File: src/rtl/branch_resolve_ctrl_if.sv
// Bundle between ID-stage decode, the branch comparator, IF redirect and debug statistics.
interface branch_resolve_ctrl_if #(parameter int CNT_W = 16);
   logic              br_valid;
   logic [2:0]        br_op;
   logic [4:0]        rs_idx, rt_idx;
   logic [31:0]       rs_data, rt_data;
   logic [31:0]       pc4;
   logic [15:0]       offset;
   logic              ex_reg_write;
   logic [4:0]        ex_rd;
   logic              mem_reg_write, mem_is_load;
   logic [4:0]        mem_rd;
   logic [31:0]       mem_data;
   logic              cmp_result;
   logic [31:0]       cmp_in_a, cmp_in_b;
   logic [2:0]        cmp_control;
   logic              stall, redirect, flush;
   logic [31:0]       target;
   logic [CNT_W-1:0]  branch_count, taken_count, stall_count;
   logic              hazard_err;

   modport slave (
      input  br_valid, br_op, rs_idx, rt_idx, rs_data, rt_data, pc4, offset,
             ex_reg_write, ex_rd, mem_reg_write, mem_is_load, mem_rd, mem_data, cmp_result,
      output cmp_in_a, cmp_in_b, cmp_control, stall, redirect, flush, target,
             branch_count, taken_count, stall_count, hazard_err
   );

   modport master (
      output br_valid, br_op, rs_idx, rt_idx, rs_data, rt_data, pc4, offset,
             ex_reg_write, ex_rd, mem_reg_write, mem_is_load, mem_rd, mem_data, cmp_result,
      input  cmp_in_a, cmp_in_b, cmp_control, stall, redirect, flush, target,
             branch_count, taken_count, stall_count, hazard_err
   );
endinterface

File: src/rtl/branch_resolve_ctrl.sv
// ID-stage branch controller: hazard stall, MEM forwarding, comparator drive,
// zero-latency redirect and saturating debug statistics.
module branch_resolve_ctrl #(
   parameter int CNT_W    = 16,
   parameter int MAX_WAIT = 3
) (
   input  logic                  clk,
   input  logic                  rst_n,
   branch_resolve_ctrl_if.slave  bus
);
   localparam int WW = $clog2(MAX_WAIT + 1);
   localparam logic [WW-1:0]    WMAX = WW'(MAX_WAIT);
   localparam logic [CNT_W-1:0] CMAX = '1;

   typedef enum logic {IDLE, WAIT} state_t;

   state_t           state, state_nx;
   logic [WW-1:0]    wait_cnt, wait_nx;
   logic [CNT_W-1:0] branch_cnt, taken_cnt, stall_cnt;
   logic             err;

   logic        rt_used, reserved, haz_rs, haz_rt, hazard, resolve, stall;
   logic [31:0] fwd_rs, fwd_rt;

   // r0 never stalls; loads in MEM are not yet forwardable
   function automatic logic src_hazard(input logic [4:0] r);
      return (r != 5'd0) &&
             ((bus.ex_reg_write && bus.ex_rd == r) ||
              (bus.mem_reg_write && bus.mem_is_load && bus.mem_rd == r));
   endfunction

   function automatic logic [31:0] fwd(input logic [4:0] r, input logic [31:0] rf);
      return (bus.mem_reg_write && !bus.mem_is_load && bus.mem_rd == r) ? bus.mem_data : rf;
   endfunction

   assign rt_used  = (bus.br_op == 3'b000) || (bus.br_op == 3'b101);
   assign reserved = (bus.br_op[2:1] == 2'b11);
   assign haz_rs   = src_hazard(bus.rs_idx);
   assign haz_rt   = rt_used && src_hazard(bus.rt_idx);
   assign hazard   = !reserved && (haz_rs || haz_rt);
   assign stall    = rst_n && bus.br_valid && hazard;
   assign resolve  = bus.br_valid && !hazard && !reserved;

   assign fwd_rs = fwd(bus.rs_idx, bus.rs_data);
   assign fwd_rt = fwd(bus.rt_idx, bus.rt_data);

   always_comb begin
      bus.cmp_in_b = 32'd0;
      case (bus.br_op)
         3'b000, 3'b101: bus.cmp_in_b = fwd_rt;
         3'b001, 3'b100: bus.cmp_in_b = {27'd0, bus.rt_idx};
         default:        bus.cmp_in_b = 32'd0;
      endcase
   end

   assign bus.cmp_in_a    = fwd_rs;
   assign bus.cmp_control = bus.br_op;
   assign bus.stall       = stall;
   assign bus.redirect    = rst_n && resolve && bus.cmp_result;
   assign bus.flush       = bus.redirect;
   assign bus.target      = bus.pc4 + {{14{bus.offset[15]}}, bus.offset, 2'b00};

   always_comb begin
      state_nx = state;
      wait_nx  = wait_cnt;
      case (state)
         IDLE: if (stall) begin
            state_nx = WAIT;
            wait_nx  = WW'(1);
         end
         WAIT: if (stall) begin
            wait_nx = (wait_cnt < WMAX) ? wait_cnt + WW'(1) : wait_cnt;
         end else begin
            // resolved or squashed upstream
            state_nx = IDLE;
            wait_nx  = '0;
         end
         default: begin
            state_nx = IDLE;
            wait_nx  = '0;
         end
      endcase
   end

   always_ff @(posedge clk or negedge rst_n) begin
      if (!rst_n) begin
         state      <= IDLE;
         wait_cnt   <= '0;
         branch_cnt <= '0;
         taken_cnt  <= '0;
         stall_cnt  <= '0;
         err        <= 1'b0;
      end else begin
         state    <= state_nx;
         wait_cnt <= wait_nx;
         if (stall) begin
            if (stall_cnt != CMAX) stall_cnt <= stall_cnt + 1'b1;
            if (wait_nx == WMAX)   err       <= 1'b1;
         end
         if (resolve) begin
            if (branch_cnt != CMAX)                    branch_cnt <= branch_cnt + 1'b1;
            if (bus.cmp_result && taken_cnt != CMAX)   taken_cnt  <= taken_cnt + 1'b1;
         end
      end
   end

   assign bus.branch_count = branch_cnt;
   assign bus.taken_count  = taken_cnt;
   assign bus.stall_count  = stall_cnt;
   assign bus.hazard_err   = err;
endmodule

File: src/flat_wrapper.sv
// flat-port wrapper written by rule: the top's interface ports become plain ports
module branch_resolve_ctrl_flat 
#(
   parameter int CNT_W    = 16,
   parameter int MAX_WAIT = 3
)
  (clk, rst_n, bus_br_valid, bus_br_op, bus_rs_idx, bus_rt_idx, bus_rs_data, bus_rt_data, bus_pc4, bus_offset, bus_ex_reg_write, bus_ex_rd, bus_mem_reg_write, bus_mem_is_load, bus_mem_rd, bus_mem_data, bus_cmp_result, bus_cmp_in_a, bus_cmp_in_b, bus_cmp_control, bus_stall, bus_redirect, bus_flush, bus_target, bus_branch_count, bus_taken_count, bus_stall_count, bus_hazard_err);
  branch_resolve_ctrl_if #(.CNT_W(CNT_W)) bus_i ();
  input  logic clk;
  input  logic rst_n;
  input wire logic [$bits(bus_i.br_valid)-1:0] bus_br_valid;
  input wire logic [$bits(bus_i.br_op)-1:0] bus_br_op;
  input wire logic [$bits(bus_i.rs_idx)-1:0] bus_rs_idx;
  input wire logic [$bits(bus_i.rt_idx)-1:0] bus_rt_idx;
  input wire logic [$bits(bus_i.rs_data)-1:0] bus_rs_data;
  input wire logic [$bits(bus_i.rt_data)-1:0] bus_rt_data;
  input wire logic [$bits(bus_i.pc4)-1:0] bus_pc4;
  input wire logic [$bits(bus_i.offset)-1:0] bus_offset;
  input wire logic [$bits(bus_i.ex_reg_write)-1:0] bus_ex_reg_write;
  input wire logic [$bits(bus_i.ex_rd)-1:0] bus_ex_rd;
  input wire logic [$bits(bus_i.mem_reg_write)-1:0] bus_mem_reg_write;
  input wire logic [$bits(bus_i.mem_is_load)-1:0] bus_mem_is_load;
  input wire logic [$bits(bus_i.mem_rd)-1:0] bus_mem_rd;
  input wire logic [$bits(bus_i.mem_data)-1:0] bus_mem_data;
  input wire logic [$bits(bus_i.cmp_result)-1:0] bus_cmp_result;
  output wire logic [$bits(bus_i.cmp_in_a)-1:0] bus_cmp_in_a;
  output wire logic [$bits(bus_i.cmp_in_b)-1:0] bus_cmp_in_b;
  output wire logic [$bits(bus_i.cmp_control)-1:0] bus_cmp_control;
  output wire logic [$bits(bus_i.stall)-1:0] bus_stall;
  output wire logic [$bits(bus_i.redirect)-1:0] bus_redirect;
  output wire logic [$bits(bus_i.flush)-1:0] bus_flush;
  output wire logic [$bits(bus_i.target)-1:0] bus_target;
  output wire logic [$bits(bus_i.branch_count)-1:0] bus_branch_count;
  output wire logic [$bits(bus_i.taken_count)-1:0] bus_taken_count;
  output wire logic [$bits(bus_i.stall_count)-1:0] bus_stall_count;
  output wire logic [$bits(bus_i.hazard_err)-1:0] bus_hazard_err;
  assign bus_i.br_valid = bus_br_valid;
  assign bus_i.br_op = bus_br_op;
  assign bus_i.rs_idx = bus_rs_idx;
  assign bus_i.rt_idx = bus_rt_idx;
  assign bus_i.rs_data = bus_rs_data;
  assign bus_i.rt_data = bus_rt_data;
  assign bus_i.pc4 = bus_pc4;
  assign bus_i.offset = bus_offset;
  assign bus_i.ex_reg_write = bus_ex_reg_write;
  assign bus_i.ex_rd = bus_ex_rd;
  assign bus_i.mem_reg_write = bus_mem_reg_write;
  assign bus_i.mem_is_load = bus_mem_is_load;
  assign bus_i.mem_rd = bus_mem_rd;
  assign bus_i.mem_data = bus_mem_data;
  assign bus_i.cmp_result = bus_cmp_result;
  assign bus_cmp_in_a = bus_i.cmp_in_a;
  assign bus_cmp_in_b = bus_i.cmp_in_b;
  assign bus_cmp_control = bus_i.cmp_control;
  assign bus_stall = bus_i.stall;
  assign bus_redirect = bus_i.redirect;
  assign bus_flush = bus_i.flush;
  assign bus_target = bus_i.target;
  assign bus_branch_count = bus_i.branch_count;
  assign bus_taken_count = bus_i.taken_count;
  assign bus_stall_count = bus_i.stall_count;
  assign bus_hazard_err = bus_i.hazard_err;
  branch_resolve_ctrl #(.CNT_W(CNT_W), .MAX_WAIT(MAX_WAIT)) u_core (.clk(clk), .rst_n(rst_n), .bus(bus_i));
endmodule
File: config.mk
export PLATFORM = sky130hd
export DESIGN_NAME = branch_resolve_ctrl_flat
export DESIGN_NICKNAME = d
export VERILOG_FILES = /design/src/rtl/branch_resolve_ctrl_if.sv /design/src/rtl/branch_resolve_ctrl.sv /design/src/flat_wrapper.sv
export SDC_FILE = /design/constraint.sdc
export NUM_CORES = 1
export LEC_CHECK = 0
export CELL_PAD_IN_SITES_DETAIL_PLACEMENT = 0
export CELL_PAD_IN_SITES_GLOBAL_PLACEMENT = 1
export CORE_UTILIZATION = 23
export CTS_CLUSTER_SIZE = 10
export DETAILED_ROUTE_END_ITERATION = 10
export MAX_ROUTING_LAYER = met4
export PLACE_DENSITY = 0.83
export SLEW_MARGIN = 0
export SYNTH_ARGS = -nofsm -noshare
export SYNTH_HDL_FRONTEND = slang
export SYNTH_SLANG_ARGS = --single-unit
export TNS_END_PERCENT = 5
File: constraint.sdc
create_clock -name clk -period 5.6 [get_ports clk]
set_input_delay 0.84 -clock clk [delete_from_list [all_inputs] [get_ports clk]]
set_output_delay 0.84 -clock clk [all_outputs]
set_load 0.05 [all_outputs]
==> metrics, run 1 <==
gr usage total approximately 16%; Tcrit/Tclk final between 80 and 90%; reg2reg start u_core.bus.branch_count[0]$_DFFE_PN0P_; DPL Wire Length roughly 16,000 microns; r2r setup slk between 3 and 4 ns; GR Overflow Total 0; Worst setup SP type input port; initial DRC count between 200 and 250; CTS tree yes; Comb pwr share 59.9%; Syn Area/Cell ~8.3 sq um; Setup CP Type input port to primary output; largest family of logic cells by synthesized area simple AND/OR/NAND/NOR gates; pins over their slew limit 0; Die X roughly 160 microns; Sw Ratio 46.5%; Slowest-stage cell, CP clkdlybuf4s50_1; Initial Util a little under a quarter; Unique masters post-synth 70; io pins 325; CP startpoint bus_offset[15]; nets@finish roughly 1,200; number of synthesized register bits between 50 and 60; Hold Violations, Final 0; sequential-to-total area share from yosys stat between 20% and 30%; final setup vio count 0; CTS Sinks 52; proportion of synthesized area in mux cells ~8.9%; simple-gate share of the synthesized area 24.6%; Vias 6,033; Peak supply drop approximately 0.00027 V; Final min period around 5 ns; sequential power share around a quarter; Setup TNS 0 ns; largest net degree at the start of global routing 53; DRT Pass-1 Iters 4; vias per cell between 4 and 5; hold depth 1; cell count after synthesis 664; Core ar. between 0.02 and 0.025 sq mm; WL/cell 15.5 microns; Pwr Density 220 mW/mm^2; clock buffer depth 2; Max-slew headroom a little over half; Pint 1.08 mW; total CTS buffers 5; fraction of layout cells with a size suffix above 1 7.23%; post-synthesis xor/xnor area fraction 14.4%; worst min path class flip-flop to flip-flop; port bufs 320; RSZ-0062 raised after global routing false; PostCTS Resize Cnt 0; RePlAce Congestion 0.879; post-synth top area cell dfrtp_1; total power ~2.0 mW; HP Start u_core.bus.hazard_err$_DFFE_PN0P_; Hold Path Sink u_core.bus.hazard_err$_DFFE_PN0P_; # fillers roughly 2,400; clock root cell clkbuf_16; Clock Power Share around 16%; vias in the first global route roughly 5,800; DRC 0; full die area about 0.024 sq mm; worst r2r dst u_core.bus.branch_count[1]$_DFFE_PN0P_; fmax roughly 0.2 GHz; htree depth 2; row count 56; Post-synth EDFFs 0; Worst setup EP type primary output; crit-path max FO 10; die height roughly 160 microns; Sw Pwr around 940 uW; Critical Path AT around 4.2 ns; global-route wire length before repair just over 30,000 microns; Worst path max stage delay about 0.85 ns; Synth Net Count around 870; Post-synth ARST share between 90% and 100%; Register-to-Register Path Depth 6; area grow syn2layout 66.7%; Synth Area in Adders under 10%; Mapped Area around 0.0055 sq mm; Leakage 3.66 nW; Synth Flop Type dfrtp_1; Yosys top cell area share 23.7%; Clock transition at path regs roughly 0.060 ns; largest cells by area after synthesis dfrtp_1 24%, xnor2_1 9.9%, mux2_2 7.6%; number of hold buffers added after CTS 0; post-detailed-route count of antenna-violating nets 0; max cap viols 0; Tightest Pin Transition between 0.7 and 0.8 ns; cell chain of the critical path clkdlybuf4s50_1 -> buf_4 -> ha_1 -> a21oi_1 -> o21ai_0 -> a21o_1 -> a21oi_1 -> o211ai_1 -> a311oi_1 -> clkdlybuf4s50_1; number of post-CTS setup repair buffers 0; initial antenna violation count 3; Synth Area in Compound Gates ~17%; status finished clean; final wirelength ~20,000 microns; final core occ between 30% and 40%; clock skew roughly 0.0054 ns; critical path required time ~4.8 ns; yosys warns 0; Skew-Pair Late Insertion Delay roughly 0.29 ns
kinds of logic (layout without fill, tap and decap cells):
logic type / count (synthesis) / after routing
and+or+nand+nor: 261 / 261
buffers and inverters: 47 / 351
muxes: 44 / 44
other: 0 / 3
AOI/OAI and AO/OA: 138 / 138
xor gates and xnor gates: 89 / 89
DFF: 52 / 52
adders and majority gates: 33 / 33
cells in the final DEF, fill, tap and decap left out, types with 5 or more instances in the layout:
cell type        count
a21o_1              14
a21oi_1             57
a31oi_1              5
and2_1               9
and3_1              19
buf_4                7
clkbuf_16            5
clkdlybuf4s50_1    319
dfrtp_1             52
ha_1                32
inv_1               16
mux2_2              37
mux2i_1              7
nand2_1             99
nand3_1             30
nand4_1             21
nand4b_1             6
nor2_1              22
nor3_1              19
o21a_1               6
o21ai_0             23
or3_1                5
xnor2_1             62
xor2_1              26
Yosys cell counts, drive strengths merged, types with 4 or more instances:
library cell and n:
nor3 20, xnor2 63, a21o 14, nand3 30, o21ai 23, mux2i 7
nand4b 6, inv 16, dfrtp 52, a21oi 57, nand4 21, nand2b 5
or3 5, xor2 26, and3 19, nor3b 4, buf 20, nand2 99
clkbuf 11, mux2 37, a31oi 5, and2 9, ha 32, nor2 22
and4 4, o21a 6, nor2b 4
worst max-delay path by stage:
stage,to,slack [ns]
global placement,bus_target[26],0.56
finish,bus_target[31],0.59
global route,bus_target[31],0.35
detailed placement,bus_target[26],0.57
floorplan,bus_target[26],1.08
CTS,bus_target[26],0.55
per-stage QoR:
| step | worst slack (ns) | hold WS, ns | cells | area (sq um) |
|---|---|---|---|---|
| 2_1_floorplan | 1.08 | 0.470 | 664 | 5480 |
| 3_3_place_gp | 0.561 | 0.442 | 1279 | 8980 |
| 3_5_place_dp | 0.566 | 0.446 | 1279 | 8980 |
| 4_1_cts | 0.553 | 0.458 | 1287 | 9130 |
| 5_1_grt | 0.346 | 0.476 | 1290 | 9140 |
| 6_report | 0.590 | 0.453 | 1290 | 9140 |
cell type report:
class	instances	area, sq um	share of cell area (%)
multi-input cells	565	3970	43.4
repair buffers	327	3250	35.6
flip-flops and latches	52	1300	14.2
well taps	319	399	4.37
clock buffers	6	139	1.52
inverters	16	60.1	0.657
clock inverters	2	13.8	0.151
diodes	3	7.51	0.0822
power by group through the flow:
| stage | combinational, mW | clock, mW | sequential (mW) |
|---|---|---|---|
| 2_1_floorplan | 0.597 | 0 | 0.642 |
| 3_3_place_gp | 1.21 | 0 | 0.492 |
| 3_5_place_dp | 1.21 | 0 | 0.494 |
| 4_1_cts | 1.21 | 0.327 | 0.488 |
| 5_1_grt | 1.27 | 0.341 | 0.498 |
| 6_report | 1.21 | 0.320 | 0.487 |
critical path, delay by kind of cell:
| kind | cells | cell delay [ns] |
|---|---|---|
| AO/OA/AOI/OAI | 6 | 1.24 |
| buffers and inverters | 3 | 1.67 |
| adder cells (fa/ha/maj) | 1 | 0.42 |
metal layers:
metal	up-vias	GRT usage [%]	part of all wire, %
met5	-	-	0
met4	0	4.01	1.8
met3	25	2.80	6.0
met2	200	27.3	48
met1	2797	20.1	44
li1	3011	-	-
state kept, by name, summed over array words and instances, names as in the netlist:
register	cells
u_core.bus.taken_count	16
u_core.bus.branch_count	16
u_core.bus.stall_count	16
u_core.state	1
u_core.wait_cnt	2
u_core.bus.hazard_err	1
No activity file was read; power rests on OpenSTA's default activity.
==> run 2, diff against run 1 <==
CTS_BUF_LIST = sky130_fd_sc_hd__clkbuf_4   (was unset)
==> run 2 against run 1 <==
Against the previous run: count of clock-buffer cells in the layout shrank 1; die area unchanged; cell area shrank 1.1%; hold slack improved by 0.021 ns; largest power group unchanged; register-to-register slack about the same.
==> metrics, run 2 (synthesis results as in run 1) <==
placed inst area 0.00898 sq mm (unchanged); CP Buf/Inv Count 3 (unchanged); Setup TNS 0 ns (unchanged); RSZ-0062 raised after global routing false; htree depth 2 (unchanged); Slowest-stage cell, CP clkdlybuf4s50_1; fmax 0.200 GHz (about the same); WL/cell 15.4 microns (-0.20%); area grow syn2layout 64.9%; Core ar. 0.0234 sq mm (unchanged); Tightest Pin Transition 0.701 ns (-0.0118 ns); post-detailed-route count of antenna-violating nets 0 (unchanged); Worst path max stage delay 0.85 ns (about the same); Setup CP Type input port to primary output; gr usage total 16.2% (-0.080 points); RePlAce Congestion 0.879 (unchanged); Leakage 3.62 nW (-1.2%); fraction of layout cells with a size suffix above 1 7.13% (-0.10 points); die height 156 microns (unchanged); DPL Wire Length 16,200 microns (unchanged); cell family with most CP delay buffers and inverters; number of hold buffers added after CTS 0 (unchanged); Initial Util 23.4% (unchanged); pins over their slew limit 0 (unchanged); largest net degree at the start of global routing 53 (unchanged); worst min path class flip-flop to flip-flop; Peak supply drop 0.000265 V (-0.31%); crit-path max FO 10 (unchanged); row count 56 (unchanged); global-route wire length before repair 30,500 microns (-0.16%); Die X 156 microns (unchanged); vias in the first global route 5,841 (+0.17%); Pwr Density 207 mW/mm^2 (-6.3%); vias per cell 4.70 (+0.53%); Worst setup EP type primary output; final wirelength 19,900 microns (-0.20%); cell chain of the critical path clkdlybuf4s50_1 -> buf_4 -> ha_1 -> a21oi_1 -> o21ai_0 -> a21o_1 -> a21oi_1 -> o211ai_1 -> a311oi_1 -> clkdlybuf4s50_1; port bufs 320 (unchanged); initial antenna violation count 3 (unchanged); fin area 0.00904 sq mm (-1.1%); max cap viols 0 (unchanged); clock buffer depth 2 (unchanged); Vias 6,065 (+0.53%); CTS Sinks 52 (unchanged); Max-slew headroom 53.0% (+0.79 points); DRT Pass-1 Iters 4 (unchanged); Final min period 5.01 ns (+0.00101 ns); Skew-Pair Late Insertion Delay 0.37 ns (+0.08 ns); PostCTS Resize Cnt 0 (unchanged); clock skew 0.0114 ns (+0.00593 ns); clock root cell clkbuf_4; full die area 0.0245 sq mm (unchanged); Worst setup SP type input port; commonest cells after routing, fill and taps aside 319 x clkdlybuf4s50_1, 99 x nand2_1, 62 x xnor2_1; initial DRC count 204 (-3.8%); number of post-CTS setup repair buffers 0 (unchanged); critical path required time 4.76 ns (about the same); total CTS buffers 5 (unchanged); final setup vio count 0 (unchanged); status finished clean; io pins 325 (unchanged); Critical Path AT 4.17 ns (about the same); nets@finish 1,174 (unchanged); CTS tree yes; Clock transition at path regs 0.15 ns (+0.09 ns); Hold Violations, Final 0 (unchanged); most common cell after layout, fill and taps aside clkdlybuf4s50_1; Tcrit/Tclk final 89.5% (about the same); DRC 0 (unchanged); GR Overflow Total 0 (unchanged)
[run 2: metal layers]
layer  up-vias  routed length [microns]  global-route usage [%]
met5         -                        0                       -
met3        27                     1340                    2.80
met4         0                      359                    3.59
li1       3015                        -                       -
met2       216                     9590                    27.3
met1      2807                     8640                    20.0
[run 2: worst reg2reg max path, stage by stage, from the launching register on]
cell and delay [ns]:
dfrtp_1 0.49, ha_1 0.29, and3_1 0.26, inv_1 0.07, or3_1 0.52, nand2_1 0.17
mux2_2 0.34
[run 2: where the power goes]
group	leakage, nW	switching, mW	total, mW	internal (mW)
clock network	0.0330	0.125	0.174	0.0489
logic	2.89	0.732	1.21	0.475
registers	0.690	0.0631	0.487	0.424
[run 2: worst paths after layout]
| check | end | cells after the start | startpoint | slack, ns |
|---|---|---|---|---|
| setup reg to reg | u_core.bus.branch_count[1]$_DFFE_PN0P_ | 6 | u_core.bus.branch_count[0]$_DFFE_PN0P_ | 3.37 |
| min in group asynchronous | u_core.bus.stall_count[6]$_DFFE_PN0P_ | 2 | rst_n | 0.57 |
| hold reg to reg | u_core.bus.hazard_err$_DFFE_PN0P_ | 1 | u_core.bus.hazard_err$_DFFE_PN0P_ | 0.47 |
| setup / recovery | bus_target[31] | 10 | bus_offset[15] | 0.59 |
| max in group asynchronous | u_core.wait_cnt[0]$_DFF_PN0_ | 2 | rst_n | 4.58 |
| hold / removal | u_core.bus.hazard_err$_DFFE_PN0P_ | 1 | u_core.bus.hazard_err$_DFFE_PN0P_ | 0.47 |
[run 2: metrics by stage]
stage	hold slack [ns]	std cells	total power [mW]	setup WS (ns)	util, %
detailed placement	0.446	1279	1.70	0.566	38.4
finish	0.474	1290	1.87	0.589	38.6
global placement	0.442	1279	1.70	0.561	38.4
CTS	0.475	1287	1.88	0.553	38.6
floorplan	0.470	664	1.24	1.08	-
global route	0.494	1290	1.96	0.346	38.6
[run 2: layout make-up]
| class | count | area [sq um] |
|---|---|---|
| sequential | 52 | 1300 |
| inverter | 16 | 60.1 |
| antenna | 3 | 7.51 |
| multi-input combinational | 565 | 3970 |
| timing repair buffer | 327 | 3250 |
| tap | 319 | 399 |
| clock buffer | 5 | 37.5 |
| clock inverter | 3 | 17.5 |
| fill | 2423 | 14400 |
